$ cat src/rtl/mux_n_pipe.sv
// N-way registered mux feeding a two-entry skid buffer with valid/ready on both sides.
// Optional sticky out-of-range select flag enabled by `define MUX_N_PIPE_SEL_CHECK_EN.
module mux_n_pipe #(
    parameter int unsigned WIDTH  = 32,
    parameter int unsigned NUM_IN = 4,
    localparam int unsigned SEL_W = $clog2(NUM_IN)
) (
    input  logic                    clk,
    input  logic                    reset,
    input  logic [NUM_IN*WIDTH-1:0] in_data,
    input  logic [SEL_W-1:0]        seletor,
    input  logic                    in_valid,
    output logic                    in_ready,
    output logic [WIDTH-1:0]        out_data,
    output logic                    out_valid,
    input  logic                    out_ready,
    output logic                    sel_err
);

    typedef enum logic [1:0] {
        EMPTY = 2'd0,
        ONE   = 2'd1,
        FULL  = 2'd2
    } state_t;

    state_t           state_q, state_d;
    logic [WIDTH-1:0] main_q, main_d;
    logic [WIDTH-1:0] skid_q, skid_d;
    logic             in_ready_q, in_ready_d;
    logic [WIDTH-1:0] item;
    logic [31:0]      sel_idx;
    logic             acc;
    logic             xfer;

    assign sel_idx   = 32'(seletor);
    assign out_valid = (state_q != EMPTY);
    assign out_data  = main_q;
    assign in_ready  = in_ready_q;
    assign acc       = in_valid & in_ready_q;
    assign xfer      = out_valid & out_ready;

    // Out-of-range selects fall through to the all-zero default.
    always_comb begin
        item = '0;
        for (int unsigned k = 0; k < NUM_IN; k++) begin
            if (sel_idx == k) item = in_data[k*WIDTH +: WIDTH];
        end
    end

    always_comb begin
        state_d = state_q;
        main_d  = main_q;
        skid_d  = skid_q;
        unique case (state_q)
            EMPTY: begin
                if (acc) begin
                    main_d  = item;
                    state_d = ONE;
                end
            end
            ONE: begin
                if (acc && xfer) begin
                    main_d = item;
                end else if (acc) begin
                    skid_d  = item;
                    state_d = FULL;
                end else if (xfer) begin
                    state_d = EMPTY;
                end
            end
            FULL: begin
                if (xfer) begin
                    main_d  = skid_q;
                    state_d = ONE;
                end
            end
            default: state_d = EMPTY;
        endcase
        // Registered ready looks ahead at the next state, so out_ready never reaches in_ready combinationally.
        in_ready_d = (state_d != FULL);
    end

    always_ff @(posedge clk or negedge reset) begin
        if (!reset) begin
            state_q    <= EMPTY;
            main_q     <= '0;
            skid_q     <= '0;
            in_ready_q <= 1'b0;
        end else begin
            state_q    <= state_d;
            main_q     <= main_d;
            skid_q     <= skid_d;
            in_ready_q <= in_ready_d;
        end
    end

`ifdef MUX_N_PIPE_SEL_CHECK_EN
    logic sel_err_q, sel_err_d;

    always_comb begin
        sel_err_d = sel_err_q | (acc & (sel_idx >= NUM_IN));
    end

    always_ff @(posedge clk or negedge reset) begin
        if (!reset) sel_err_q <= 1'b0;
        else        sel_err_q <= sel_err_d;
    end

    assign sel_err = sel_err_q;
`else
    assign sel_err = 1'b0;
`endif

endmodule
$ cat config.mk
export PLATFORM = sky130hd
export DESIGN_NAME = mux_n_pipe
export DESIGN_NICKNAME = d
export VERILOG_FILES = /design/src/rtl/mux_n_pipe.sv
export SDC_FILE = /design/constraint.sdc
export NUM_CORES = 1
export LEC_CHECK = 0
export CAP_MARGIN = 25
export CORE_ASPECT_RATIO = 1.5
export CORE_MARGIN = 3
export CORE_UTILIZATION = 40
export DETAILED_ROUTE_END_ITERATION = 7
export PLACE_DENSITY_LB_ADDON = 0.08
export SKIP_LAST_GASP = 1
export SLEW_MARGIN = 20
export SYNTH_ARGS = -nofsm -noshare
export SYNTH_HDL_FRONTEND = slang
export SYNTH_SLANG_ARGS = --single-unit
$ cat constraint.sdc
create_clock -name clk -period 2.1 [get_ports clk]
set_clock_uncertainty 0.2 [all_clocks]
set_input_delay 0.63 -clock clk [delete_from_list [all_inputs] [get_ports clk]]
set_output_delay 0.63 -clock clk [all_outputs]
set_load 0.005 [all_outputs]
==> results of run 1 <==
==> power breakdown <==
part / internal, mW / switching, mW
registers: 1.93 / 0.372
clock network: 0.945 / 0.550
logic: 1.64 / 1.06
total: 4.51 / 1.98
==> stage by stage <==
stage | hold slack (ps) | cell area [um2] | worst slack [ps]
finish | 104 | 6920 | 40.7
global route | 129 | 6920 | 0.822
CTS | 117 | 6800 | -11.5
detailed placement | 285 | 6500 | -370
global placement | 288 | 6500 | -338
floorplan | 134 | 4520 | 59.8
==> flip-flops by register name, indices dropped and copies added, names as in the netlist <==
| register | count |
|---|---|
| in_ready | 1 |
| out_data | 32 |
| skid_q | 32 |
| state_q | 2 |
==> worst register-to-register path, delay by kind of cell (launching register included) <==
| kind | cells | cell delay, ps |
|---|---|---|
| buffers and inverters | 3 | 480 |
| muxes | 1 | 350 |
| DFF | 1 | 340 |
| and+or+nand+nor | 2 | 330 |
==> cell type report <==
type,instances,area (um2),share of cell area [%]
Clock buffer,11,243,3.51
Antenna cell,1,2.50,0.0362
Timing Repair Buffer,204,2160,31.2
Tap cell,144,180,2.60
Multi-Input combinational cell,304,2600,37.6
Inverter,1,3.75,0.0543
Clock inverter,5,52.6,0.760
Sequential cell,67,1680,24.2
==> cells in the final DEF (no fill, tap or decap), drive strengths merged, types with 2 or more instances in the layout <==
| master | Yosys | layout |
|---|---|---|
| nand3 | 2 | 2 |
| buf | 31 | 38 |
| clkbuf | 20 | 13 |
| a41oi | 32 | 32 |
| nand2 | 32 | 32 |
| a311oi | 32 | 32 |
| dfrtp | 67 | 67 |
| nand2b | 2 | 2 |
| clkdlybuf4s50 | 0 | 159 |
| or3 | 32 | 32 |
| mux2i | 97 | 97 |
| dlymetal6s2s | 0 | 4 |
| clkinv | 0 | 3 |
| nand3b | 32 | 32 |
| mux2 | 32 | 32 |
==> path summary, 6_finish.rpt <==
kind / start / slack, ps / cells past startpoint / endpoint
worst max-delay path: out_data[17]$_DFFE_PN0P_ / 40 / 1 / out_data[17]
worst min-delay path: reset / 100 / 2 / out_data[26]$_DFFE_PN0P_
worst max register to register: state_q[0]$_DFF_PN0_ / 280 / 6 / skid_q[1]$_DFFE_PN0P_
worst min register to register: skid_q[2]$_DFFE_PN0P_ / 290 / 1 / skid_q[2]$_DFFE_PN0P_
max in group asynchronous: reset / 1300 / 2 / skid_q[9]$_DFFE_PN0P_
min in group clk: skid_q[2]$_DFFE_PN0P_ / 290 / 1 / skid_q[2]$_DFFE_PN0P_
==> metal layers <==
metal  vias up  track usage [%]
li1       1966                -
met1      2064             25.7
met2       161             39.8
met3        25             4.87
met4         0             6.68
met5         -                0
==> synthesized netlist by cell type (all sizes together) (2+ instances only) <==
cell type  number
nand3b         32
nand2b          2
nand2          32
mux2i          97
or3            32
mux2           32
a311oi         32
a41oi          32
clkbuf         20
dfrtp          67
nand3           2
buf            31
==> repair_timing <==
item,CTS,global route
endpoints found under the setup margin,15,54
setup buffers,0,3
pin swaps,1,1
cloned,0,2
resized for setup,2,11
endpoints found under the hold margin,0,0
==> kinds of logic (layout without fill, tap and decap cells) <==
family,count (synthesis),after routing
flip-flops,67,67
buffers and inverters,52,221
other,1,2
AND/OR/NAND/NOR,105,105
AO/OA/AOI/OAI,69,69
multiplexers,129,129
==> results.sh, run 1 <==
export IMPL_outcome="completed"
export IMPL_dr_wl_met3_um=906
export IMPL_syn_avg_cell_area_um2=10.7
export IMPL_tritoncts="yes"
export IMPL_grt_remaining_overflow=0
export IMPL_pin_count=169
export IMPL_maxUsedRoutingLayer="met4"
export IMPL_hpwl_mm=10.2
export IMPL_cts_sinks=67
export IMPL_ys_warnings_count=0
export IMPL_fmax_mhz=486
export IMPL_drive_gt1_share_pct=16.4
export IMPL_syn_area_um2=4520
export IMPL_clk_pin_slew_worst_paths_ps=60
export IMPL_fin_nets=721
export IMPL_arrival_ps=1230
export IMPL_m1WireLength_mm=5.28
export IMPL_drv_cap=0
export IMPL_drc=0
export IMPL_gr_usage_all_layers_pct=22.0
export IMPL_startpoint_type="flip-flop"
export IMPL_cpPeakStageDelay_ps=520
export IMPL_ys_flop_type="dfrtp_1"
export IMPL_synth_area_leader_cell="dfrtp_1"
export IMPL_gp_congestion=0.773
export IMPL_min_period_ps=2060
export IMPL_row_count=46
export IMPL_end_kind="output pin"
export IMPL_required_ps=1270
export IMPL_vdd_ir_drop_max_v=0.000553
export IMPL_synthDistinctLibCells=29
export IMPL_portBuffers=167
export IMPL_drt_total_wl_mm=14.1
export IMPL_htree_levels=3
export IMPL_grt_pass1_wl_mm=21.9
export IMPL_synth_compound_area_share_pct=13.2
export IMPL_grt_max_degree=68
export IMPL_path_delay_family="buffers and inverters"
export IMPL_synth_top_family_by_area="multiplexers"
export IMPL_avgViaCountPerCell=5.72
export IMPL_power_leakage_nw=2.84
export IMPL_cts_buffer_depth=2
export IMPL_die_w_um=92.8
export IMPL_worstPathMaxFanout=2
export IMPL_hold_path_class="input pin to asynchronous set/reset pin"
export IMPL_synth_xor_area_share_pct=0
export IMPL_antenna_found_initial=1
export IMPL_synth_area_top_cells="dfrtp_1 37%, mux2i_1 21%, mux2_2 7.7%"
export IMPL_ys_seq_area_share_pct=37.1
export IMPL_grt_pass1_vias=4269
export IMPL_clk_latency_ps=330
export IMPL_ant_nets=0
export IMPL_path_cells="clkdlybuf4s50_1"
export IMPL_initial_core_util_pct=41.8
export IMPL_timing_setup_tns_ps=0
export IMPL_drt_iter0_drc=214
export IMPL_dr_pass1_iters=4
export IMPL_coreArea_um2=10800
export IMPL_period_share_pct=98.1
export IMPL_cts_buffers=9
export IMPL_synth_edf_count=0
export IMPL_setup_viol=0
export IMPL_syn_inst=423
export IMPL_cts_hold_buf=0
export IMPL_die_h_um=136
export IMPL_rsz0062_at_grt="false"
export IMPL_synth_seq_cells=67
export IMPL_drt_wirelength_per_cell_um=19.2
export IMPL_synthSimpleGateAreaFrac_pct=13.9
export IMPL_maxSlewViolCount=0
export IMPL_die_area_um2=12600
export IMPL_synth_mux_area_share_pct=29.4
export IMPL_area_growth_pct=53.0
export IMPL_worst_path_buf_inv=1
export IMPL_num_vias=4216
export IMPL_hold_viol=0
export IMPL_dr_wl_met2_mm=7.63
export IMPL_fillerInstances=902
export IMPL_synthesis_nets=557
export IMPL_critPathKind="flip-flop to output pin"
export IMPL_p_per_area_nw_per_um2=939
export IMPL_synth_top_cell_area_share_pct=37.1
export IMPL_cts_root_buf="clkbuf_16"
export IMPL_postLayoutCoreUtil_pct=63.9
export IMPL_dp_cells=715
export IMPL_slowest_stage="clkdlybuf4s50_1"
export IMPL_synth_fa_ha_area_share_pct=0
export IMPL_fin_cells=737
export IMPL_design_power_total_mw=6.49
export IMPL_synthArstFlopShare_pct=100
No activity file was read; power rests on OpenSTA's default activity.
==> run 2, diff against run 1 <==
--- a/config.mk
+++ b/config.mk
@@ -10,6 +10,7 @@
 export CORE_MARGIN = 3
 export CORE_UTILIZATION = 40
 export DETAILED_ROUTE_END_ITERATION = 7
+export HOLD_SLACK_MARGIN = 0.12
 export PLACE_DENSITY_LB_ADDON = 0.08
 export SKIP_LAST_GASP = 1
 export SLEW_MARGIN = 20
==> run 2 against run 1 <==
Sequential power hardly changed. Power hardly changed. First-iteration DRC count is 0.93% lower. Critical path depth stayed put. Non-clock buffer count is 1 higher. Final cell count is 0.14% higher. Core utilization is 0.093 points higher. Register-to-register slack hardly changed. Fmax hardly changed. Die area stayed put. Worst hold slack better by 190 ps. Critical path type unchanged. Largest cell class unchanged. Largest power group unchanged.
==> results.sh, run 2 (synthesis gave the netlist of run 1 again) <==
export IMPL_outcome="completed"
export IMPL_drt_total_wl_mm=14.2
export IMPL_die_area_um2=12600
export IMPL_dr_pass1_iters=5
export IMPL_cts_sinks=67
export IMPL_clk_pin_slew_worst_paths_ps=60
export IMPL_period_share_pct=98.1
export IMPL_fmax_mhz=485
export IMPL_slowest_stage="clkdlybuf4s50_1"
export IMPL_grt_pass1_vias=4269
export IMPL_p_per_area_nw_per_um2=938
export IMPL_area_growth_pct=53.2
export IMPL_fin_cells=738
export IMPL_gr_usage_all_layers_pct=22.0
export IMPL_grt_pass1_wl_mm=21.9
export IMPL_power_leakage_nw=2.85
export IMPL_whs_path_depth=1
export IMPL_startpoint_type="flip-flop"
export IMPL_cpPeakStageDelay_ps=560
export IMPL_ff2ff_path_depth=6
export IMPL_initial_core_util_pct=41.8
export IMPL_coreArea_um2=10800
export IMPL_required_ps=1270
export IMPL_grt_remaining_overflow=0
export IMPL_cts_buffers=9
export IMPL_drt_wirelength_per_cell_um=19.2
export IMPL_critPathKind="flip-flop to output pin"
export IMPL_num_vias=4245
export IMPL_dp_cells=715
export IMPL_cp_depth=1
export IMPL_setup_viol=0
export IMPL_portBuffers=167
export IMPL_min_period_ps=2060
export IMPL_tritoncts="yes"
export IMPL_cts_buffer_depth=2
export IMPL_placed_area_um2=6500
export IMPL_cts_root_buf="clkbuf_16"
export IMPL_final_cell_area_um2=6930
export IMPL_antenna_found_initial=1
export IMPL_final_cell_mix="159 x clkdlybuf4s50_1, 97 x mux2i_1, 67 x dfrtp_1"
export IMPL_clk_latency_ps=330
export IMPL_drc=0
export IMPL_hold_path_class="flip-flop to flip-flop"
export IMPL_rsz0062_at_grt="false"
export IMPL_arrival_ps=1230
export IMPL_path_delay_family="buffers and inverters"
export IMPL_hpwl_mm=10.2
export IMPL_fin_nets=722
export IMPL_ant_nets=0
export IMPL_die_h_um=136
export IMPL_row_count=46
export IMPL_gp_congestion=0.773
export IMPL_path_cells="clkdlybuf4s50_1"
export IMPL_postLayoutCoreUtil_pct=64.0
export IMPL_drt_iter0_drc=212
export IMPL_timing_setup_tns_ps=0
export IMPL_layout_commonest_cell="clkdlybuf4s50_1"
export IMPL_design_power_total_mw=6.50
export IMPL_vdd_ir_drop_max_v=0.000552
export IMPL_grt_max_degree=68
export IMPL_pin_count=169
export IMPL_dp_worst_setup_slack_ps=-370
export IMPL_worst_path_buf_inv=1
export IMPL_drive_gt1_share_pct=16.4
export IMPL_hold_ws_ps=293
export IMPL_die_w_um=92.8
export IMPL_end_kind="output pin"
export IMPL_avgViaCountPerCell=5.75
export IMPL_htree_levels=3
export IMPL_worstPathMaxFanout=2
export IMPL_hold_viol=0
export IMPL_drv_cap=0
export IMPL_maxSlewViolCount=0
export IMPL_setup_ws_ps=40.1
run 2: changes by cell type in the layout (fill, tap and decap cells not counted):
cell | previous run | this run
dlygate4sd3_1 | 0 | 1
run 2: cell type report:
type                       instances  area [um2]
fill                             901        3890
tap                              144         180
inverter                           1        3.75
timing repair buffer             205        2170
sequential                        67        1680
clock inverter                     5        52.6
clock buffer                      11         243
multi-input combinational        304        2600
antenna                            1        2.50
run 2: timing repair:
action	CTS	global route
cloned	0	2
resized for setup	2	11
hold buffers	1	0
endpoints found under the setup margin	15	54
hold endpoints to repair	5	0
buffers inserted	0	3
pin swaps	1	1
run 2: per-layer routing:
metal | vias to the layer above | global-route usage [%] | wire, um
met5 | - | 0 | 0
met2 | 176 | 39.8 | 7620
li1 | 1971 | - | -
met3 | 29 | 4.82 | 915
met1 | 2069 | 25.7 | 5290
met4 | 0 | 6.68 | 342
run 2: path summary, 6_finish.rpt:
path / slack [ps] / startpoint / endpoint
setup / recovery: 40 / out_data[23]$_DFFE_PN0P_ / out_data[23]
hold / removal: 290 / skid_q[2]$_DFFE_PN0P_ / skid_q[2]$_DFFE_PN0P_
setup reg to reg: 280 / state_q[0]$_DFF_PN0_ / skid_q[1]$_DFFE_PN0P_
min in group asynchronous: 650 / reset / out_data[26]$_DFFE_PN0P_
max in group asynchronous: 760 / reset / skid_q[9]$_DFFE_PN0P_
hold reg to reg: 290 / skid_q[2]$_DFFE_PN0P_ / skid_q[2]$_DFFE_PN0P_
run 2: report_power, final:
part,internal (mW),switching (mW)
Sequential,1.93,0.374
Clock,0.945,0.550
Combinational,1.64,1.06
